===== config.mk =====
export PLATFORM = sky130hd
export DESIGN_NAME = multicycle_control_unit
export DESIGN_NICKNAME = d
export VERILOG_FILES = /design/src/rtl/cu_pkg.sv /design/src/rtl/mem_wait_timer.sv /design/src/rtl/multicycle_control_unit.sv
export SDC_FILE = /design/constraint.sdc
export NUM_CORES = 1
export LEC_CHECK = 0
export ABC_CLOCK_PERIOD_IN_PS = 1700
export CORE_MARGIN = 2
export CORE_UTILIZATION = 48
export CTS_BUF_LIST = sky130_fd_sc_hd__clkbuf_8
export CTS_CLUSTER_DIAMETER = 120
export DETAILED_ROUTE_END_ITERATION = 7
export PLACE_DENSITY = 0.9
export SLEW_MARGIN = 10
export SYNTH_ARGS = -nofsm -noshare
export SYNTH_HDL_FRONTEND = slang
export SYNTH_HIERARCHICAL = 1
export SYNTH_SLANG_ARGS = --single-unit
export TNS_END_PERCENT = 5

===== constraint.sdc =====
create_clock -name input_Clock -period 1.7 [get_ports input_Clock]
set_input_delay 0.34 -clock input_Clock [delete_from_list [all_inputs] [get_ports input_Clock]]
set_output_delay 0.34 -clock input_Clock [all_outputs]
set_load 0.1 [all_outputs]

===== src/rtl/cu_pkg.sv =====
// Shared encodings for the multi-cycle control unit: states, opcodes, ALUOp codes.
package cu_pkg;

    localparam int unsigned STATE_W = 3;
    localparam int unsigned CODE_W  = 2;

    // FSM state encodings, visible on output_State
    localparam logic [STATE_W-1:0] ST_IDLE   = 3'd0;
    localparam logic [STATE_W-1:0] ST_DECODE = 3'd1;
    localparam logic [STATE_W-1:0] ST_EXEC   = 3'd2;
    localparam logic [STATE_W-1:0] ST_MEM    = 3'd3;
    localparam logic [STATE_W-1:0] ST_WB     = 3'd4;
    localparam logic [STATE_W-1:0] ST_FAULT  = 3'd5;

    // Legal opcodes occupy the low two bits; anything set above bit 1 is illegal
    localparam logic [CODE_W-1:0] OP_R   = 2'd0;
    localparam logic [CODE_W-1:0] OP_LW  = 2'd1;
    localparam logic [CODE_W-1:0] OP_SW  = 2'd2;
    localparam logic [CODE_W-1:0] OP_BEQ = 2'd3;

    // ALUOp codes, zero-extended to the configured ALUOp width
    localparam logic [CODE_W-1:0] ALUOP_ADD   = 2'b00;
    localparam logic [CODE_W-1:0] ALUOP_SUB   = 2'b01;
    localparam logic [CODE_W-1:0] ALUOP_FUNCT = 2'b10;

    // True for the opcodes that go through the MEM state
    function automatic logic is_mem_op(input logic [CODE_W-1:0] op);
        return (op == OP_LW) || (op == OP_SW);
    endfunction

endpackage


===== src/rtl/mem_wait_timer.sv =====
// Saturating wait counter for the MEM state; expire_c flags the cycle in which
// the count would reach MEM_WAIT_MAX (never when MEM_WAIT_MAX is 0).
module mem_wait_timer #(
    parameter int unsigned MEM_WAIT_MAX = 15
) (
    input  logic clk,
    input  logic rst,
    input  logic clear,
    input  logic enable,
    output logic expire_c
);

    localparam int unsigned CNT_W = (MEM_WAIT_MAX == 0) ? 1 : $clog2(MEM_WAIT_MAX + 1);
    localparam int unsigned SAT   = (MEM_WAIT_MAX == 0) ? 1 : MEM_WAIT_MAX;
    localparam logic [CNT_W-1:0] SAT_V  = CNT_W'(SAT);
    localparam logic [CNT_W-1:0] LAST_V = CNT_W'(SAT - 1);

    logic [CNT_W-1:0] count_q;
    logic [CNT_W-1:0] count_d;

    // Next count: clear wins, otherwise count up and hold at the limit
    always_comb begin
        count_d = count_q;
        if (clear) begin
            count_d = '0;
        end else if (enable && (count_q != SAT_V)) begin
            count_d = count_q + CNT_W'(1);
        end
    end

    // Expiry is seen in the same cycle the final increment happens
    always_comb begin
        expire_c = 1'b0;
        if ((MEM_WAIT_MAX != 0) && enable && (count_q >= LAST_V)) begin
            expire_c = 1'b1;
        end
    end

    // Counter register
    always_ff @(posedge clk or posedge rst) begin
        if (rst) begin
            count_q <= '0;
        end else begin
            count_q <= count_d;
        end
    end

endmodule


===== src/rtl/multicycle_control_unit.sv =====
// Multi-cycle control unit: sequences IDLE/DECODE/EXEC/MEM/WB, decodes datapath
// strobes from the registered state and latched opcode, stalls on memory ready
// with a timeout, and parks in a sticky FAULT on illegal opcodes or timeouts.
module multicycle_control_unit
    import cu_pkg::*;
#(
    parameter int unsigned OP_W         = 2,
    parameter int unsigned ALUOP_W      = 2,
    parameter int unsigned MEM_WAIT_MAX = 15
) (
    input  logic               input_Clock,
    input  logic               input_Reset,
    input  logic               input_InstrValid,
    input  logic [OP_W-1:0]    input_Operator,
    input  logic               input_Zero,
    input  logic               input_MemReady,
    output logic               output_InstrAccept,
    output logic               output_RegDst,
    output logic               output_RegWrite,
    output logic               output_ALUSrc,
    output logic               output_Branch,
    output logic               output_MemRead,
    output logic               output_MemWrite,
    output logic               output_MemtoReg,
    output logic [ALUOP_W-1:0] output_ALUOp,
    output logic               output_Done,
    output logic               output_Fault,
    output logic [2:0]         output_State
);

    logic [STATE_W-1:0] state_q;
    logic [STATE_W-1:0] state_d;
    logic [OP_W-1:0]    opcode_q;
    logic [OP_W-1:0]    opcode_d;
    logic [CODE_W-1:0]  op_code;
    logic               op_legal;
    logic               timer_clear;
    logic               timer_enable;
    logic               timer_expire_c;

    assign op_code      = opcode_q[CODE_W-1:0];
    assign op_legal     = ((opcode_q >> CODE_W) == '0);
    assign output_State = state_q;

    mem_wait_timer #(
        .MEM_WAIT_MAX (MEM_WAIT_MAX)
    ) u_mem_wait_timer (
        .clk      (input_Clock),
        .rst      (input_Reset),
        .clear    (timer_clear),
        .enable   (timer_enable),
        .expire_c (timer_expire_c)
    );

    // Next-state and per-state strobe decode
    always_comb begin
        state_d            = state_q;
        opcode_d           = opcode_q;
        timer_clear        = 1'b0;
        timer_enable       = 1'b0;
        output_InstrAccept = 1'b0;
        output_RegDst      = 1'b0;
        output_RegWrite    = 1'b0;
        output_ALUSrc      = 1'b0;
        output_Branch      = 1'b0;
        output_MemRead     = 1'b0;
        output_MemWrite    = 1'b0;
        output_MemtoReg    = 1'b0;
        output_ALUOp       = ALUOP_W'(ALUOP_ADD);
        output_Done        = 1'b0;
        output_Fault       = 1'b0;

        case (state_q)
            ST_IDLE: begin
                output_InstrAccept = 1'b1;
                if (input_InstrValid) begin
                    opcode_d = input_Operator;
                    state_d  = ST_DECODE;
                end
            end

            ST_DECODE: begin
                state_d = op_legal ? ST_EXEC : ST_FAULT;
            end

            ST_EXEC: begin
                if (is_mem_op(op_code)) begin
                    output_ALUSrc = 1'b1;
                    output_ALUOp  = ALUOP_W'(ALUOP_ADD);
                    timer_clear   = 1'b1;
                    state_d       = ST_MEM;
                end else if (op_code == OP_BEQ) begin
                    output_ALUOp  = ALUOP_W'(ALUOP_SUB);
                    output_Branch = input_Zero;
                    output_Done   = 1'b1;
                    state_d       = ST_IDLE;
                end else begin
                    output_ALUOp  = ALUOP_W'(ALUOP_FUNCT);
                    state_d       = ST_WB;
                end
            end

            ST_MEM: begin
                output_ALUSrc   = 1'b1;
                output_MemRead  = (op_code == OP_LW);
                output_MemWrite = (op_code == OP_SW);
                if (input_MemReady) begin
                    // Ready beats a simultaneous timeout
                    if (op_code == OP_LW) begin
                        state_d = ST_WB;
                    end else begin
                        output_Done = 1'b1;
                        state_d     = ST_IDLE;
                    end
                end else begin
                    timer_enable = 1'b1;
                    if (timer_expire_c) begin
                        state_d = ST_FAULT;
                    end
                end
            end

            ST_WB: begin
                output_RegWrite = 1'b1;
                output_Done     = 1'b1;
                output_RegDst   = (op_code == OP_R);
                output_MemtoReg = (op_code == OP_LW);
                state_d         = ST_IDLE;
            end

            ST_FAULT: begin
                output_Fault = 1'b1;
            end

            default: begin
                state_d = ST_IDLE;
            end
        endcase
    end

    // State and opcode registers
    always_ff @(posedge input_Clock or posedge input_Reset) begin
        if (input_Reset) begin
            state_q  <= ST_IDLE;
            opcode_q <= '0;
        end else begin
            state_q  <= state_d;
            opcode_q <= opcode_d;
        end
    end

endmodule


==> impl_metrics.toml, run 1 <==
[status]
outcome = "did not finish"
haltStage = "global routing"
tool.error = "[ERROR DPL-0033] detailed placement checks failed during check placement."

[logic_synthesis]
synth-compound-area-share_pct = 14.6
synth_top_family_by_area = "simple AND/OR/NAND/NOR gates"
synthCells = 72
synthSimpleGateAreaFrac_pct = 27.0
synth_edf_count = 0
synthFlopType = "dfrtp_1"
synth-adder-area-share_pct = 13.6
syn_area_um2 = 736
syn_area_per_cell_um2 = 10.2
synth.top_cell.area_share_pct = 30.6
synth_area_leaders = "dfrtp_1 31%, ha_1 14%, inv_1 4.1%"
yosys_warnings = 6
synth_mux_area_share_pct = 5.78
syn_nets = 87
ys_seq_area_share_pct = 30.6
async_flop_share_pct = 100
ys_types = 36
synthXorXnorAreaFrac_pct = 0
yosysTopAreaCell = "dfrtp_1"
ys_seq_elements = 9

[floorplan]
core.rowCount = 14
fp.dieW_um = 43.2
start_util_pct = 50.0
ioPinCount = 22
die_h_um = 43.2

[placement]
dp_hpwl_um = 1830
place.port_buffers = 21
numPlacedInstances = 119
place.gp.congestion = 0.813

[clock_tree]
ctsLongestPathBuffers = 2
cts_sinks = 9
numCtsBuffers = 3
cts-root-buf = "clkbuf_8"
htree_levels = 1

[sta]
worst-ep-kind = "primary output"
grt_worst_setup_endpoint = "output_Done"

[global_route]
grt_max_degree = 11
antenna_found_initial = 0
synth_stat cells (all sizes together), types with 2 or more instances:
master / instances
dfrtp: 9
ha: 8
nor4b: 2
nor2: 4
inv: 8
buf: 3
nand3b: 2
a21oi: 3
mux2i: 2
and3: 3
a211oi: 2
nor3: 3
mux2: 2
and2: 2
repair_timing:
item	in CTS
buffers inserted	4
gates resized for setup	17
cloned	0
setup endpoints to repair	12
pin swaps	9
hold buffers	0
per-stage QoR:
step / util (%) / setup WS [ns] / cell area [um2]
2_1_floorplan: - / -0.891 / 787
3_3_place_gp: 83.5 / -0.192 / 1230
3_5_place_dp: 83.5 / -0.216 / 1230
4_1_cts: 93.0 / -0.185 / 1370
cells by family after synthesis:
group                    count (synthesis)
multiplexers                             4
AND/OR/NAND/NOR                         26
adder cells (fa/ha/maj)                  8
flip-flops                               9
buffers and inverters                   12
AO/OA/AOI/OAI                           13
==> run 2: changes to the inputs <==
- CORE_AREA: unset -> 2 2 63 65
- CORE_MARGIN: 2 -> unset
- CORE_UTILIZATION: 48 -> unset
- CTS_BUF_LIST: sky130_fd_sc_hd__clkbuf_8 -> unset
- CTS_CLUSTER_DIAMETER: 120 -> unset
- DIE_AREA: unset -> 0 0 65 67
- PLACE_DENSITY: 0.9 -> unset
- PLACE_DENSITY_LB_ADDON: unset -> 0.15
==> impl_metrics.toml, run 2 <==
[status]
outcome = "finished with violations"
violations = "negative setup slack"

[sta]
skew_ns = 0.000195
setup_viol = 10
rsz0062_at_grt = "yes"
min_period_ns = 1.87
hold_viol_final = 0
final.setup.tns_ns = -0.908
setup_ws_ns = -0.171
slew_headroom_pct = 79.5
post-route-period-util_pct = 110
fmax_mhz = 534
worst_pin_slew_ns = 0.307
finalMaxSlewViolations = 0

[layout]
largest_register_ffs = 4
finalInstanceArea_mm2 = 0.00140
top_register = "u_mem_wait_timer/count_q"
layout_commonest_cell = "buf_4"
syn2layout_area_growth_pct = 90.1
final_cells = 159
multiInputGateArea_um2 = 526
fin_nets = 127
layout-drive-gt1-share_pct = 58.6
seqCellArea_um2 = 235
antenna_cells = 0
n_fill_cell = 361
finalCoreUtilization_pct = 38.8
final_cell_mix = "16 x buf_4, 15 x buf_12, 6 x clkdlybuf4s50_1"

[clock_tree]
cts_hold_buf = 0
cts_sinks = 9
cts-root-buf = "clkbuf_8"
tritoncts = "built"
clk_latency_ns = 0.22
numCtsBuffers = 3
htree_levels = 1
path_clk_slew_ns = 0.04
ctsLongestPathBuffers = 2

[floorplan]
start_util_pct = 20.4
fp.dieW_um = 65
ioPinCount = 22
core_area_mm2 = 0.00361
die_h_um = 67
core.rowCount = 22
dieArea_mm2 = 0.00436

[drt]
wl_per_cell_um = 12.1
vias = 692
wl_um = 1930
vias_per_cell = 4.35
ant_nets = 0
dr.pass1.iters = 4
drc = 0
drt-initial-drc-count = 8

[global_route]
antenna_found_initial = 0
grt_pass1_vias = 683
grt_max_degree = 13
gr-total-overflow = 0
grt_pass1_wl_um = 3210
grt_usage_pct = 9.44

[placement]
numPlacedInstances = 149
dpl-instance-area_mm2 = 0.00125
place.port_buffers = 21
dp_hpwl_um = 1520
place.gp.congestion = 0.720

[worst_setup_path]
critPathLaunchType = "register"
required_ns = 1.36
crit_type = "reg -> out"
cp_max_fo = 5
crit_path_end_kind = "output port"
arrival_ns = 1.53

[logic_synthesis]
syn_nets = 87
ys_seq_area_share_pct = 30.6
synth.top_cell.area_share_pct = 30.6
yosysMostFrequentCell = "dfrtp_1"
synth_area_leaders = "dfrtp_1 31%, ha_1 14%, inv_1 4.1%"
syn_area_per_cell_um2 = 10.2
async_flop_share_pct = 100
yosys_warnings = 6
synth_edf_count = 0
yosysTopAreaCell = "dfrtp_1"
syn_area_um2 = 736
synthCells = 72
ys_seq_elements = 9
synthFlopType = "dfrtp_1"
ys_top_cells_by_count = "9 x dfrtp_1, 8 x ha_1, 8 x inv_1"
ys_types = 36

[run]
cap_violations = 0

[worst_hold_path]
hold_class = "in -> async"
run 2: cell counts after synthesis:
No cell type changed its count.
run 2: path summary, 6_finish.rpt:
kind | start | depth (start not counted) | endpoint | slack (ns)
worst max-delay path | op_code[0] | 4 | output_Done | -0.17
worst min-delay path | input_Reset | 2 | u_mem_wait_timer/count_q[1] | 0.33
worst max register to register | output_State[2] | 6 | u_mem_wait_timer/count_q[1] | 0.11
worst min register to register | op_code[1] | 1 | op_code[1] | 0.60
max in group asynchronous | input_Reset | 2 | output_State[1] | 1.18
min in group input_Clock | op_code[1] | 1 | op_code[1] | 0.60
run 2: repair_timing:
item | in CTS | in global routing
pin swaps | 5 | 2
setup buffers | 6 | 0
setup endpoints to repair | 10 | 14
gates resized for setup | 7 | 8
run 2: cell families after synthesis:
| kind of cell | Yosys count | share of synthesized area, % |
|---|---|---|
| adders and majority gates | 8 | 13.6 |
| muxes | 4 | 5.78 |
| buffers and inverters | 12 | 8.33 |
| and+or+nand+nor | 26 | 27.0 |
| DFF | 9 | 30.6 |
| AOI/OAI and AO/OA | 13 | 14.6 |
run 2: critical path, stage by stage, from the launching register on:
cell      delay (ns)
dfrtp_2         0.44
ha_2            0.18
and4bb_2        0.25
a211o_4         0.28
buf_12          0.17
run 2: through the flow:
stage	worst slack [ns]	hold WS [ns]
final	-0.171	0.329
after floorplan	-0.891	0.106
after CTS	-0.168	0.336
after detailed placement	-0.187	0.566
after global routing	-0.232	0.346
after global placement	-0.213	0.558
run 2: cell type report:
| type | count | area share [%] |
|---|---|---|
| clock buffers | 4 | 3.22 |
| inverters | 8 | 2.15 |
| multi-input cells | 51 | 37.6 |
| flip-flops and latches | 9 | 16.8 |
| well taps | 48 | 4.29 |
| repair buffers | 39 | 36.0 |
run 2: layer usage:
metal  GRT usage (%)  vias to the layer above  wire length, um
met3            1.69                        2              123
met1            13.5                      327              982
met4            3.19                        0               14
li1                -                      340                -
met5               0                        -                0
met2            14.2                       23              805
Power of run 2 is not shown: default switching activity piles up to over one toggle a cycle in this logic, so the estimate is an artifact.
